## src/rtl/uart_tx_fifo.sv

```systemverilog
// UART transmitter with a write-side FIFO.
// A frame is a start bit, NB_DATA data bits sent LSB first, an optional parity bit and M_STOP stop bits.
module uart_tx_fifo #(
    parameter int NB_DATA    = 8,
    parameter int M_STOP     = 1,
    parameter int OVERSAMPLE = 16,
    parameter int FIFO_DEPTH = 4,
    parameter int LOG2_DEPTH = 2
) (
    input  logic                 i_clock,
    input  logic                 i_reset_n,
    input  logic                 i_tick,
    input  logic [NB_DATA-1:0]   i_data,
    input  logic                 i_wr,
    input  logic [1:0]           i_parity_mode,
    output logic                 o_data,
    output logic                 o_full,
    output logic                 o_empty,
    output logic [LOG2_DEPTH:0]  o_count,
    output logic                 o_busy,
    output logic                 o_tx_done,
    output logic                 o_overflow
);
    typedef enum logic [2:0] {S_IDLE, S_START, S_DATA, S_PARITY, S_STOP} state_t;

    localparam int              TW        = $clog2(OVERSAMPLE);
    localparam logic [TW-1:0]   TICK_LAST = TW'(OVERSAMPLE - 1);
    localparam logic [3:0]      DATA_LAST = 4'(NB_DATA - 1);
    localparam logic [3:0]      STOP_LAST = 4'(M_STOP - 1);

    // FIFO storage and pointers
    logic [NB_DATA-1:0]    mem_q [FIFO_DEPTH];
    logic [LOG2_DEPTH-1:0] wr_ptr_q, rd_ptr_q;
    logic [LOG2_DEPTH:0]   count_q, count_d;
    logic                  overflow_q;
    logic                  full_w, empty_w, push, pop;
    logic [NB_DATA-1:0]    head;

    // Serialiser state
    state_t              state_q, state_d;
    logic [TW-1:0]       tick_q, tick_d;
    logic [3:0]          bit_q, bit_d;
    logic [NB_DATA-1:0]  shift_q, shift_d;
    logic                par_en_q, par_en_d;
    logic                par_bit_q, par_bit_d;
    logic                line_q, line_d;
    logic                done_q, done_d;
    logic                load, bit_end;

    assign full_w  = (count_q == (LOG2_DEPTH+1)'(FIFO_DEPTH));
    assign empty_w = (count_q == '0);
    assign push    = i_wr && !full_w;
    assign head    = mem_q[rd_ptr_q];
    assign bit_end = (tick_q == TICK_LAST);

    always_comb begin
        count_d = count_q;
        case ({push, pop})
            2'b10:   count_d = count_q + (LOG2_DEPTH+1)'(1);
            2'b01:   count_d = count_q - (LOG2_DEPTH+1)'(1);
            default: count_d = count_q;
        endcase
    end

    always_ff @(posedge i_clock) begin
        if (push) mem_q[wr_ptr_q] <= i_data;
    end

    always_ff @(posedge i_clock) begin
        if (!i_reset_n) begin
            wr_ptr_q   <= '0;
            rd_ptr_q   <= '0;
            count_q    <= '0;
            overflow_q <= 1'b0;
        end else begin
            if (push) wr_ptr_q <= wr_ptr_q + LOG2_DEPTH'(1);
            if (pop)  rd_ptr_q <= rd_ptr_q + LOG2_DEPTH'(1);
            count_q    <= count_d;
            overflow_q <= i_wr && full_w;
        end
    end

    always_comb begin
        state_d   = state_q;
        tick_d    = tick_q;
        bit_d     = bit_q;
        shift_d   = shift_q;
        par_en_d  = par_en_q;
        par_bit_d = par_bit_q;
        line_d    = line_q;
        done_d    = 1'b0;
        load      = 1'b0;
        pop       = 1'b0;
        if (i_tick) begin
            if (state_q == S_IDLE) begin
                load = !empty_w;
            end else if (!bit_end) begin
                tick_d = tick_q + TW'(1);
            end else begin
                tick_d = '0;
                case (state_q)
                    S_START: begin
                        line_d  = shift_q[0];
                        shift_d = shift_q >> 1;
                        bit_d   = '0;
                        state_d = S_DATA;
                    end
                    S_DATA: begin
                        if (bit_q == DATA_LAST) begin
                            bit_d = '0;
                            if (par_en_q) begin
                                line_d  = par_bit_q;
                                state_d = S_PARITY;
                            end else begin
                                line_d  = 1'b1;
                                state_d = S_STOP;
                            end
                        end else begin
                            line_d  = shift_q[0];
                            shift_d = shift_q >> 1;
                            bit_d   = bit_q + 4'd1;
                        end
                    end
                    S_PARITY: begin
                        line_d  = 1'b1;
                        bit_d   = '0;
                        state_d = S_STOP;
                    end
                    S_STOP: begin
                        if (bit_q == STOP_LAST) begin
                            done_d = 1'b1;
                            if (!empty_w) begin
                                load = 1'b1;
                            end else begin
                                line_d  = 1'b1;
                                state_d = S_IDLE;
                            end
                        end else begin
                            bit_d = bit_q + 4'd1;
                        end
                    end
                    default: state_d = S_IDLE;
                endcase
            end
        end
        // Frame start: parity is fixed from the popped byte and the mode at pop time
        if (load) begin
            pop       = 1'b1;
            shift_d   = head;
            par_en_d  = (i_parity_mode == 2'b01) || (i_parity_mode == 2'b10);
            par_bit_d = (i_parity_mode == 2'b10) ? ~^head : ^head;
            tick_d    = '0;
            bit_d     = '0;
            line_d    = 1'b0;
            state_d   = S_START;
        end
    end

    always_ff @(posedge i_clock) begin
        if (!i_reset_n) begin
            state_q   <= S_IDLE;
            tick_q    <= '0;
            bit_q     <= '0;
            shift_q   <= '0;
            par_en_q  <= 1'b0;
            par_bit_q <= 1'b0;
            line_q    <= 1'b1;
            done_q    <= 1'b0;
        end else begin
            state_q   <= state_d;
            tick_q    <= tick_d;
            bit_q     <= bit_d;
            shift_q   <= shift_d;
            par_en_q  <= par_en_d;
            par_bit_q <= par_bit_d;
            line_q    <= line_d;
            done_q    <= done_d;
        end
    end

    assign o_data     = line_q;
    assign o_full     = full_w;
    assign o_empty    = empty_w;
    assign o_count    = count_q;
    assign o_busy     = (state_q != S_IDLE);
    assign o_tx_done  = done_q;
    assign o_overflow = overflow_q;
endmodule

```

## config.mk

```make
export PLATFORM = sky130hd
export DESIGN_NAME = uart_tx_fifo
export DESIGN_NICKNAME = d
export VERILOG_FILES = /design/src/rtl/uart_tx_fifo.sv
export SDC_FILE = /design/constraint.sdc
export NUM_CORES = 1
export LEC_CHECK = 0
export CELL_PAD_IN_SITES_DETAIL_PLACEMENT = 1
export CELL_PAD_IN_SITES_GLOBAL_PLACEMENT = 1
export CORE_MARGIN = 2
export CORE_UTILIZATION = 45
export CTS_CLUSTER_DIAMETER = 80
export CTS_CLUSTER_SIZE = 25
export DETAILED_ROUTE_END_ITERATION = 10
export MAX_ROUTING_LAYER = met4
export PLACE_DENSITY_LB_ADDON = 0.1
export SYNTH_ARGS = -nofsm -noshare
export SYNTH_HDL_FRONTEND = slang
export SYNTH_SLANG_ARGS = --single-unit
```

## constraint.sdc

```tcl
create_clock -name i_clock -period 6.99 [get_ports i_clock]
set_input_delay 2.097 -clock i_clock [delete_from_list [all_inputs] [get_ports i_clock]]
set_output_delay 2.097 -clock i_clock [all_outputs]
set_load 0.02 [all_outputs]
```

==> impl_metrics.xml <==
<?xml version="1.0" encoding="UTF-8"?>
<metrics>
  <group name="layout">
    <metric name="area_delta_synth_final" unit="%">15.52</metric>
    <metric name="layout-drive-gt1-share" unit="%">8.070</metric>
    <metric name="commonest_cells_after_routing_fill_and_taps_aside" unit="">dfxtp_1 (33), edfxtp_1 (32), nor2_1 (29)</metric>
    <metric name="n_antenna_cell" unit="">0</metric>
    <metric name="final_area" unit="mm2">0.003520</metric>
    <metric name="most_common_library_cell_in_the_layout_ignoring_fill_and_taps" unit="">dfxtp_1</metric>
    <metric name="multi_input_comb_area" unit="mm2">0.001269</metric>
    <metric name="layout.nets" unit="">304</metric>
    <metric name="fill_cells" unit="">676</metric>
    <metric name="regArea" unit="mm2">0.001622</metric>
    <metric name="share_of_the_core_filled_with_cells_in_the_final_layout" unit="%">54.49</metric>
  </group>
  <group name="clock_network">
    <metric name="cts_htree_levels" unit="">3</metric>
    <metric name="cts.repair.resized" unit="">0</metric>
    <metric name="cts_hold_repair_buffers" unit="">0</metric>
    <metric name="clock_tree_from_tritoncts" unit="">done</metric>
    <metric name="cts_made_buffers" unit="">9</metric>
    <metric name="clk_transition_reported_paths" unit="ns">0.08</metric>
    <metric name="cts_post_setup_buffers_inserted" unit="">0</metric>
    <metric name="clock_tree.root_cell" unit="">clkbuf_8</metric>
    <metric name="cts-root-to-sink-buffers" unit="">2</metric>
    <metric name="cts_num_sinks" unit="">65</metric>
    <metric name="insertion_delay" unit="ns">0.35</metric>
  </group>
  <group name="floorplanning">
    <metric name="initial_utilization" unit="%">47.17</metric>
    <metric name="core_region_area" unit="mm2">0.006459</metric>
    <metric name="die_y" unit="um">86.28</metric>
    <metric name="design.die.area" unit="mm2">0.007444</metric>
    <metric name="rows" unit="">29</metric>
    <metric name="die_w" unit="um">86.28</metric>
    <metric name="num_io_pins" unit="">23</metric>
  </group>
  <group name="setup_path">
    <metric name="path_cells" unit="">clkdlybuf4s50_1 &gt; and2_1 &gt; and2_1 &gt; ha_1 &gt; inv_1 &gt; fa_1 &gt; xor2_1 &gt; or3_1 &gt; a21oi_1</metric>
    <metric name="worst_path_max_delay_cell" unit="">and2_1</metric>
    <metric name="critical_path.max_fanout" unit="">18</metric>
    <metric name="critical_path.reg2reg.endpoint" unit="">o_count[2]</metric>
    <metric name="crit_type" unit="">in2reg</metric>
    <metric name="worst-endpoint-required" unit="ns">7.25</metric>
    <metric name="worst-path-buf-inv" unit="">2</metric>
    <metric name="cp_top_family" unit="">simple AND/OR/NAND/NOR gates</metric>
    <metric name="r2r_start" unit="">state_q[2]</metric>
    <metric name="worstSetupStartpointType" unit="">primary input</metric>
    <metric name="crit_path_max_incr_delay" unit="ns">0.65</metric>
    <metric name="critical-path-top-cell-by-count" unit="">and2_1</metric>
    <metric name="timing.reg2reg.setup_slack" unit="ns">3.56</metric>
    <metric name="critical_path.endpoint_type" unit="">flip-flop</metric>
    <metric name="arrival" unit="ns">5.03</metric>
    <metric name="reg2reg_depth" unit="">9</metric>
  </group>
  <group name="logic_synthesis">
    <metric name="synth_nets" unit="">283</metric>
    <metric name="postSynth.topFlopCell" unit="">dfxtp_1</metric>
    <metric name="synth-seq-cells" unit="">65</metric>
    <metric name="ys_seq_area_share" unit="%">53.22</metric>
    <metric name="syn_area_per_cell" unit="um2">11.76</metric>
    <metric name="syn-instance-count" unit="">259</metric>
    <metric name="ys_types" unit="">51</metric>
    <metric name="synth-edff-count" unit="">32</metric>
    <metric name="summed_instance_area_of_the_synthesized_netlist" unit="mm2">0.003047</metric>
    <metric name="synthesis.yosys.warnings" unit="">0</metric>
    <metric name="ys_async_sr_fraction" unit="%">0</metric>
  </group>
  <group name="power">
    <metric name="p_switching" unit="mW">0.4502</metric>
    <metric name="post-layout-total-power" unit="mW">1.367</metric>
    <metric name="leakage" unit="nW">1.267</metric>
    <metric name="ir_worst_vdd" unit="V">0.0002201</metric>
    <metric name="intPower" unit="mW">0.9168</metric>
    <metric name="switching_share" unit="%">32.93</metric>
    <metric name="comb_power_share" unit="%">32.4</metric>
    <metric name="sequentialPowerShare" unit="%">37.9</metric>
    <metric name="pwr-share-clk" unit="%">29.7</metric>
    <metric name="power_density" unit="mW/mm2">388.4</metric>
  </group>
  <group name="timing">
    <metric name="setup_viol" unit="">0</metric>
    <metric name="fraction_of_the_cycle_the_final_worst_path_needs" unit="%">68.29</metric>
    <metric name="holdWs" unit="ns">0.4835</metric>
    <metric name="maxClockFrequency" unit="MHz">209.5</metric>
    <metric name="maxSlewViolCount" unit="">0</metric>
    <metric name="grt_setup_unrepaired" unit="">false</metric>
    <metric name="final.min_clock_period" unit="ns">4.774</metric>
    <metric name="clock_skews" unit="ns">0.01416</metric>
    <metric name="relSlewSlack" unit="%">23.74</metric>
    <metric name="tightestPinTransition" unit="ns">1.144</metric>
    <metric name="final-hold-violation-count" unit="">0</metric>
    <metric name="timing.setup.tns" unit="ns">0</metric>
  </group>
  <group name="drt">
    <metric name="via_count" unit="">2009</metric>
    <metric name="first_iter_violations" unit="">98</metric>
    <metric name="route.detailed.vias_per_inst" unit="">5.550</metric>
    <metric name="drtAntennaViolNets" unit="">0</metric>
    <metric name="drt_pre_antenna_iters" unit="">4</metric>
    <metric name="routed_length_per_placed_instance" unit="um">17.12</metric>
    <metric name="drcViolationCount" unit="">0</metric>
    <metric name="wirelength" unit="um">6198</metric>
  </group>
  <group name="global_route">
    <metric name="grt_antenna_before_repair" unit="">0</metric>
    <metric name="grt_pass1_vias" unit="">2126</metric>
    <metric name="grt_util_all_layers" unit="%">18.94</metric>
    <metric name="gr-total-overflow" unit="">0</metric>
    <metric name="global_route_wire_length_before_repair" unit="um">10540</metric>
    <metric name="grt_max_degree" unit="">20</metric>
  </group>
  <group name="outcome">
    <metric name="outcome" unit="">finished clean</metric>
  </group>
  <group name="placement">
    <metric name="buffer_ports.inserted" unit="">22</metric>
    <metric name="detailedPlacementHpwl" unit="um">4232</metric>
    <metric name="gp_congestion" unit="">0.8534</metric>
    <metric name="placed_area" unit="mm2">0.003271</metric>
  </group>
  <group name="run">
    <metric name="drv_cap" unit="">0</metric>
  </group>
  <group name="worst_hold_path">
    <metric name="worst_hold_startpoint" unit="">tick_q[1]</metric>
    <metric name="hp-class" unit="">reg2reg</metric>
    <metric name="hold-path-endpoint" unit="">tick_q[1]</metric>
    <metric name="worst_hold_path.num_cells" unit="">2</metric>
  </group>
</metrics>
==> sequential cells by signal, summed over array words and instances (netlist names), 2 cells and up, named ones only <==
register  flops
bit_q         4
mem_q        32
wr_ptr_q      2
shift_q       8
state_q       3
tick_q        4
rd_ptr_q      2
o_count       3
==> layout make-up <==
| cell class | instances | share of cell area [%] |
|---|---|---|
| clock buffers | 9 | 3.519 |
| multi-input cells | 165 | 36.05 |
| well taps | 77 | 2.737 |
| flip-flops and latches | 65 | 46.07 |
| inverters | 17 | 1.813 |
| repair buffers | 22 | 6.257 |
| clock inverters | 7 | 3.555 |
==> metal layers <==
metal | global-route usage (%) | up-vias | share of wire (%)
met5 | - | - | 0
met3 | 4.667 | 8 | 2.9
met1 | 24.49 | 995 | 47
met4 | 5.966 | 0 | 1.3
met2 | 29.67 | 23 | 48
li1 | - | 983 | -
==> cells in the mapped netlist, types with 6 or more instances <==
master / number / area, um2
inv_1: 16 / 60.06
o21ai_0: 6 / 30.03
edfxtp_1: 32 / 960.9
xor2_1: 6 / 52.55
ha_1: 9 / 112.6
a21oi_1: 14 / 70.07
mux2i_1: 10 / 100.1
dfxtp_1: 33 / 660.6
nand3_1: 8 / 40.04
and2_1: 7 / 43.79
nand2_1: 11 / 41.29
mux4_1: 6 / 157.7
nor2_1: 29 / 108.9
a211oi_1: 11 / 82.58
==> worst max path at each step <==
stage          startpoint          to  slack, ns  cells past startpoint
2_1_floorplan      i_tick  o_count[2]       3.12                     10
3_3_place_gp       i_tick  o_count[2]       2.03                      9
3_5_place_dp       i_tick  o_count[2]       1.90                      9
4_1_cts            i_tick  o_count[2]       2.21                      9
5_1_grt            i_tick  o_count[2]       2.06                      9
6_report           i_tick  o_count[2]       2.22                      9
==> worst register-to-register path: cells and delay by family (launching register included) <==
kind                     cells  cell delay (ns)
AND/OR/NAND/NOR              3             1.43
buffers and inverters        1             0.07
flip-flops                   1             0.53
AO/OA/AOI/OAI                2             0.44
adder cells (fa/ha/maj)      2             0.72
XOR/XNOR                     1             0.16
==> power groups by stage <==
| stage | Clock, mW | Combinational [mW] | Sequential (mW) |
|---|---|---|---|
| global placement | 0 | 0.432 | 0.526 |
| global route | 0.426 | 0.487 | 0.528 |
| floorplan | 0 | 0.357 | 0.510 |
| finish | 0.406 | 0.443 | 0.518 |
| CTS | 0.411 | 0.450 | 0.519 |
| detailed placement | 0 | 0.440 | 0.527 |
==> stage by stage <==
step	std cells	setup WS, ns
global placement	346	2.026
global route	362	2.056
detailed placement	346	1.904
floorplan	259	3.121
CTS	362	2.213
finish	362	2.216
==> kinds of logic after synthesis <==
group                      Yosys count  synth area share, %
AOI/OAI and AO/OA                   45                9.980
xor gates and xnor gates            12                4.148
adders and majority gates           10                4.353
buffers and inverters               29                5.133
DFF                                 65                53.22
muxes                               18                9.938
and+or+nand+nor                     80                13.22
No activity file was read; power rests on OpenSTA's default activity.
